`src/rtl/ac_pkg.sv`:
```
// Shared types for the arithmetic-coder back end: packer FSM states and the
// default output FIFO entry layout.
package ac_pkg;

  localparam int unsigned DefaultByteW  = 8;
  localparam int unsigned DefaultNbitsW = $clog2(DefaultByteW) + 1;

  typedef enum logic [1:0] {
    StPack,
    StFlush,
    StDrain,
    StDone
  } state_e;

  typedef struct packed {
    logic [DefaultByteW-1:0]  data;
    logic [DefaultNbitsW-1:0] nbits;
    logic                     last;
  } entry_t;

endpackage

```
`src/rtl/ac_byte_fifo.sv`:
```
// Show-ahead FIFO with full/empty flags; a push into a full FIFO is taken only
// when a pop happens on the same edge.
module ac_byte_fifo #(
  parameter int unsigned Width = 13,
  parameter int unsigned Depth = 4
) (
  input  logic             clk_i,
  input  logic             rst_ni,
  input  logic             push_i,
  input  logic [Width-1:0] wdata_i,
  input  logic             pop_i,
  output logic [Width-1:0] rdata_o,
  output logic             full_o,
  output logic             empty_o
);

  localparam int unsigned PtrW = $clog2(Depth);
  localparam logic [PtrW:0] DepthCnt = (PtrW + 1)'(Depth);

  logic [Width-1:0] mem_q [Depth];
  logic [PtrW-1:0]  wr_ptr_q, rd_ptr_q;
  logic [PtrW:0]    count_q;
  logic             do_push, do_pop;

  assign full_o  = (count_q == DepthCnt);
  assign empty_o = (count_q == '0);
  assign do_pop  = pop_i && !empty_o;
  assign do_push = push_i && (!full_o || pop_i);
  assign rdata_o = mem_q[rd_ptr_q];

  // Depth is a power of two, so pointers wrap by natural overflow.
  always_ff @(posedge clk_i or negedge rst_ni) begin
    if (!rst_ni) begin
      mem_q    <= '{default: '0};
      wr_ptr_q <= '0;
      rd_ptr_q <= '0;
      count_q  <= '0;
    end else begin
      if (do_push) begin
        mem_q[wr_ptr_q] <= wdata_i;
        wr_ptr_q        <= wr_ptr_q + 1'b1;
      end
      if (do_pop) begin
        rd_ptr_q <= rd_ptr_q + 1'b1;
      end
      unique case ({do_push, do_pop})
        2'b10:   count_q <= count_q + 1'b1;
        2'b01:   count_q <= count_q - 1'b1;
        default: count_q <= count_q;
      endcase
    end
  end

endmodule

```
`src/rtl/ac_bit_packer.sv`:
```
// Packs serial code bits MSB-first into bytes, buffers them and flushes a
// zero-padded tail entry marked last when the encoder terminates a frame.
module ac_bit_packer
  import ac_pkg::*;
#(
  parameter int unsigned BYTE_W     = DefaultByteW,
  parameter int unsigned FIFO_DEPTH = 4,
  parameter int unsigned CNT_W      = 16,
  localparam int unsigned NbW       = $clog2(BYTE_W) + 1
) (
  input  logic              sys_clk,
  input  logic              sys_reset,
  input  logic              bit_in,
  input  logic              bit_valid,
  input  logic              terminate_in,
  output logic              in_ready,
  output logic [BYTE_W-1:0] byte_out,
  output logic              byte_valid,
  input  logic              byte_ready,
  output logic              byte_last,
  output logic [NbW-1:0]    byte_nbits,
  output logic [CNT_W-1:0]  total_bits,
  output logic              done,
  output logic              overflow
);

  typedef struct packed {
    logic [BYTE_W-1:0] data;
    logic [NbW-1:0]    nbits;
    logic              last;
  } byte_entry_t;

  localparam logic [NbW-1:0] NbFull    = NbW'(BYTE_W);
  localparam logic [NbW-1:0] NbLastBit = NbW'(BYTE_W - 1);

  state_e            state_q, state_d;
  logic [BYTE_W-1:0] shift_q, shift_d;
  logic [NbW-1:0]    pend_q, pend_d;
  logic [CNT_W-1:0]  total_q, total_d;
  logic              done_q, done_d, ovf_q, ovf_d;
  logic              fifo_full, fifo_empty, push, pop, accept;
  byte_entry_t       push_entry, head_entry;

  // Held low during reset so every output reads 0; in DONE a new bit restarts the frame.
  assign in_ready = sys_reset &&
                    (((state_q == StPack) && !(fifo_full && (pend_q == NbLastBit))) ||
                     (state_q == StDone));
  assign accept   = bit_valid && in_ready;
  assign pop      = !fifo_empty && byte_ready;

  always_comb begin
    state_d    = state_q;
    shift_d    = shift_q;
    pend_d     = pend_q;
    total_d    = total_q;
    done_d     = done_q;
    ovf_d      = ovf_q | (bit_valid & ~in_ready);
    push       = 1'b0;
    push_entry = '0;

    if (accept) begin
      shift_d = {shift_q[BYTE_W-2:0], bit_in};
      if (state_q == StDone) begin
        state_d = StPack;
        done_d  = 1'b0;
        total_d = CNT_W'(1);
        pend_d  = NbW'(1);
      end else begin
        total_d = (&total_q) ? total_q : total_q + 1'b1;
        if (pend_q == NbLastBit) begin
          push       = 1'b1;
          push_entry = '{data: shift_d, nbits: NbFull, last: 1'b0};
          pend_d     = '0;
        end else begin
          pend_d = pend_q + 1'b1;
        end
      end
    end

    unique case (state_q)
      StPack: begin
        if (terminate_in) state_d = StFlush;
      end
      StFlush: begin
        if (!fifo_full) begin
          push             = 1'b1;
          push_entry.data  = (pend_q == '0) ? '0 : shift_q << (NbFull - pend_q);
          push_entry.nbits = pend_q;
          push_entry.last  = 1'b1;
          shift_d          = '0;
          pend_d           = '0;
          state_d          = StDrain;
        end
      end
      StDrain: begin
        if (pop && head_entry.last) begin
          done_d  = 1'b1;
          state_d = StDone;
        end
      end
      StDone: begin
      end
      default: state_d = StPack;
    endcase
  end

  always_ff @(posedge sys_clk or negedge sys_reset) begin
    if (!sys_reset) begin
      state_q <= StPack;
      shift_q <= '0;
      pend_q  <= '0;
      total_q <= '0;
      done_q  <= 1'b0;
      ovf_q   <= 1'b0;
    end else begin
      state_q <= state_d;
      shift_q <= shift_d;
      pend_q  <= pend_d;
      total_q <= total_d;
      done_q  <= done_d;
      ovf_q   <= ovf_d;
    end
  end

  ac_byte_fifo #(
    .Width($bits(byte_entry_t)),
    .Depth(FIFO_DEPTH)
  ) u_fifo (
    .clk_i  (sys_clk),
    .rst_ni (sys_reset),
    .push_i (push),
    .wdata_i(push_entry),
    .pop_i  (pop),
    .rdata_o(head_entry),
    .full_o (fifo_full),
    .empty_o(fifo_empty)
  );

  assign byte_valid = !fifo_empty;
  assign byte_out   = head_entry.data;
  assign byte_nbits = head_entry.nbits;
  assign byte_last  = head_entry.last;
  assign total_bits = total_q;
  assign done       = done_q;
  assign overflow   = ovf_q;

endmodule

```
`config.mk`:
```
export PLATFORM = sky130hd
export DESIGN_NAME = ac_bit_packer
export DESIGN_NICKNAME = d
export VERILOG_FILES = /design/src/rtl/ac_pkg.sv /design/src/rtl/ac_byte_fifo.sv /design/src/rtl/ac_bit_packer.sv
export SDC_FILE = /design/constraint.sdc
export NUM_CORES = 1
export LEC_CHECK = 0
export CAP_MARGIN = 20
export CORE_ASPECT_RATIO = 1.4
export CORE_MARGIN = 10
export CORE_UTILIZATION = 60
export DETAILED_ROUTE_END_ITERATION = 10
export PLACE_DENSITY = 0.82
export SYNTH_ARGS = -nofsm -noshare
export SYNTH_HDL_FRONTEND = slang
export SYNTH_SLANG_ARGS = --single-unit
```
`constraint.sdc`:
```
create_clock -name sys_clk -period 4.7 [get_ports sys_clk]
set_input_delay 0.94 -clock sys_clk [delete_from_list [all_inputs] [get_ports sys_clk]]
set_output_delay 0.94 -clock sys_clk [all_outputs]
set_load 0.005 [all_outputs]
```
==> reports/results.ini <==
[outcome]
outcome=finished, final reports clean

[yosys]
synth_top_area_share_pct=48.4
synth-edff-count=0
synth_ff_type=dfrtp_1
synth.net_count=429
synthCells=414
yosysWarnings=0
synthTopCellsByCount=91 x dfrtp_1, 43 x mux2_2, 37 x nand2_1
post-synth-top-count-cell=dfrtp_1
ys_async_sr_fraction_pct=100
synth.area.top_cells=dfrtp_1 48%, mux2_2 10%, mux4_2 7.2%
postSynthAreaPerCell_um2=11.4
syn_area_um2=4700
synth_top_cell_by_area=dfrtp_1
ys_seq_area_share_pct=48.4
ys_ff_latch=91
synth.distinct_cells=53

[power_and_ir_drop]
switching_share_pct=36.3
p_int_uw=1660
p_sw_uw=943
powerDensity_nw_per_um2=487
pwr-share-comb_pct=33.8
ir_drop_uv=285
p_clk_share_pct=21.6
p_seq_share_pct=44.6
p_leak_uw=0.00239

[grt]
antenna_found_initial=0
grt_pass1_wl_um=17300
grt_max_degree=60
grt-ovfl-total=0
grt_usage_pct=18.3
grt_pass1_vias=3509

[route]
drc_errors=0
route.vias.total=3332
drtAntennaViolNets=0
wl_per_cell_um=18.6
wirelength_um=10200
avgViaCountPerCell=6.08
drt_iter0_drc=259
drtPass1Iterations=4

[timing]
tns_ns=0
tightest_slew_ns=1.03
hold_ws_ns=0.474
drv_slew=0
fin_crit_ns=3.57
max_clock_freq_ghz=0.280
skew_ns=0.0141
relSlewSlack_pct=30.4
rsz0062_at_grt=no
setup_viol=0
min_period_over_period_pct=75.9
hold_viol=0

[finish]
area_delta_synth_final_pct=13.4
seq_area_um2=2280
num_antenna_cells=0
multi_input_area_um2=2270
fillers=591
drive_above_1_share_pct=17.9
fin_nets=459

[clock_tree]
cts-htree-levels=3
clockBufferDepth=2
clkTransAtPathRegs_ns=0.08
clock-sinks=91
root_buffer=clkbuf_8
cts_buffers=9
cts_tree=done
cts_setup_buffers=0
clock_latency_ns=0.36
cts_resized=0
holdBufCountCts=0

[critical_path]
crit_arrival_ns=2.63
cp.required_ns=3.76
crit_fanout=14
start_kind=register
path_class=register to primary output
endpoint_kind=primary output

[placement]
place_congestion=0.874
dp_hpwl_um=7430
portBuffers=38

[worst_hold_path]
hold_class=register to register

[floorplanning]
ios=39
die_area_um2=11800
coreArea_um2=7700
fp.dieH_um=125
num_rows=38
die_w_um=94.8
start_util_pct=61.1

[flow_run]
cap_violations=0

## layer usage
layer | vias up | track usage, % | part of all wire [%]
li1 | 1551 | - | -
met1 | 1701 | 20.9 | 40
met2 | 60 | 31.4 | 53
met3 | 20 | 4.34 | 4.4
met4 | 0 | 7.60 | 2.8
met5 | - | 0 | 0
## cell usage in the layout (no fill, tap or decap), types with 3 or more instances in the layout
cell / count
inv_1: 16
xnor2_1: 7
mux2_2: 43
xor2_1: 9
nor4_1: 4
dfrtp_1: 91
mux2i_1: 15
clkdlybuf4s50_1: 37
a21oi_1: 16
o211ai_1: 12
and3_1: 3
ha_1: 8
o21ai_0: 17
o21ai_1: 3
buf_4: 3
nor3_1: 3
and2_1: 4
nand2_1: 37
nor2_1: 35
mux4_2: 15
clkbuf_8: 9
nand3_1: 14
## stage by stage
stage | power, uW | utilization [%] | setup slack [ns] | instances | instance area, um2
6_report | 2600 | 69.2 | 1.13 | 548 | 5330
5_1_grt | 2780 | 69.2 | 0.892 | 548 | 5330
4_1_cts | 2620 | 69.2 | 1.09 | 548 | 5330
3_5_place_dp | 2050 | 66.5 | 1.29 | 533 | 5120
3_3_place_gp | 2010 | 66.5 | 1.41 | 533 | 5120
2_1_floorplan | 1750 | - | 2.02 | 414 | 4700
## area by class of cell
class                   count  area share (%)
clock inverters             4            1.43
inverters                  16            1.13
clock buffers              11            2.46
well taps                 100            2.35
repair buffers             40            7.37
flip-flops and latches     91            42.7
multi-input cells         286            42.6
## registers in the layout, summed over array words and instances, names as in the netlist
| register | count |
|---|---|
| done | 1 |
| overflow | 1 |
| pend_q | 4 |
| shift_q | 8 |
| state_q | 2 |
| total_bits | 16 |
| u_fifo.count_q | 3 |
| u_fifo.mem_q | 52 |
| u_fifo.rd_ptr_q | 2 |
| u_fifo.wr_ptr_q | 2 |
## final timing paths
path,startpoint,endpoint,slack (ns),cells after the start
min reg2reg,overflow$_DFF_PN0_,overflow$_DFF_PN0_,0.47,1
max in group asynchronous,sys_reset,u_fifo.mem_q[42]$_DFFE_PN0P_,3.10,2
max,pend_q[0]$_DFF_PN0_,in_ready,1.13,7
min,overflow$_DFF_PN0_,overflow$_DFF_PN0_,0.47,1
max reg2reg,pend_q[0]$_DFF_PN0_,u_fifo.count_q[2]$_DFFE_PN0P_,1.74,11
min in group asynchronous,sys_reset,total_bits[15]$_DFFE_PN0P_,0.51,1
## kinds of logic (layout without fill, tap and decap cells)
family          after synthesis  after routing  synth area share, %
simple gates                119            119                 12.4
flops                        91             91                 48.4
mux                          73             73                 20.7
compound gates               69             69                 9.65
buf+inv                      37             71                 3.35
xor+xnor                     16             16                 2.98
fa+ha+maj                     9              9                 2.55
## critical path, cell delays in order (launching register included)
cell             delay (ns)
dfrtp_1                0.69
ha_1                   0.32
nand3b_1               0.17
o21ai_0                0.41
nand2_1                0.10
nand2_1                0.09
inv_1                  0.04
clkdlybuf4s50_1        0.44
## power groups by stage
stage                     registers (uW)  clock network, uW  logic, uW
final                               1160                562        879
after global routing                1190                608        982
after CTS                           1160                574        887
after detailed placement            1170                  0        873
after global placement              1160                  0        846
after floorplan                     1040                  0        706
Power figures use the tool's default switching activity.
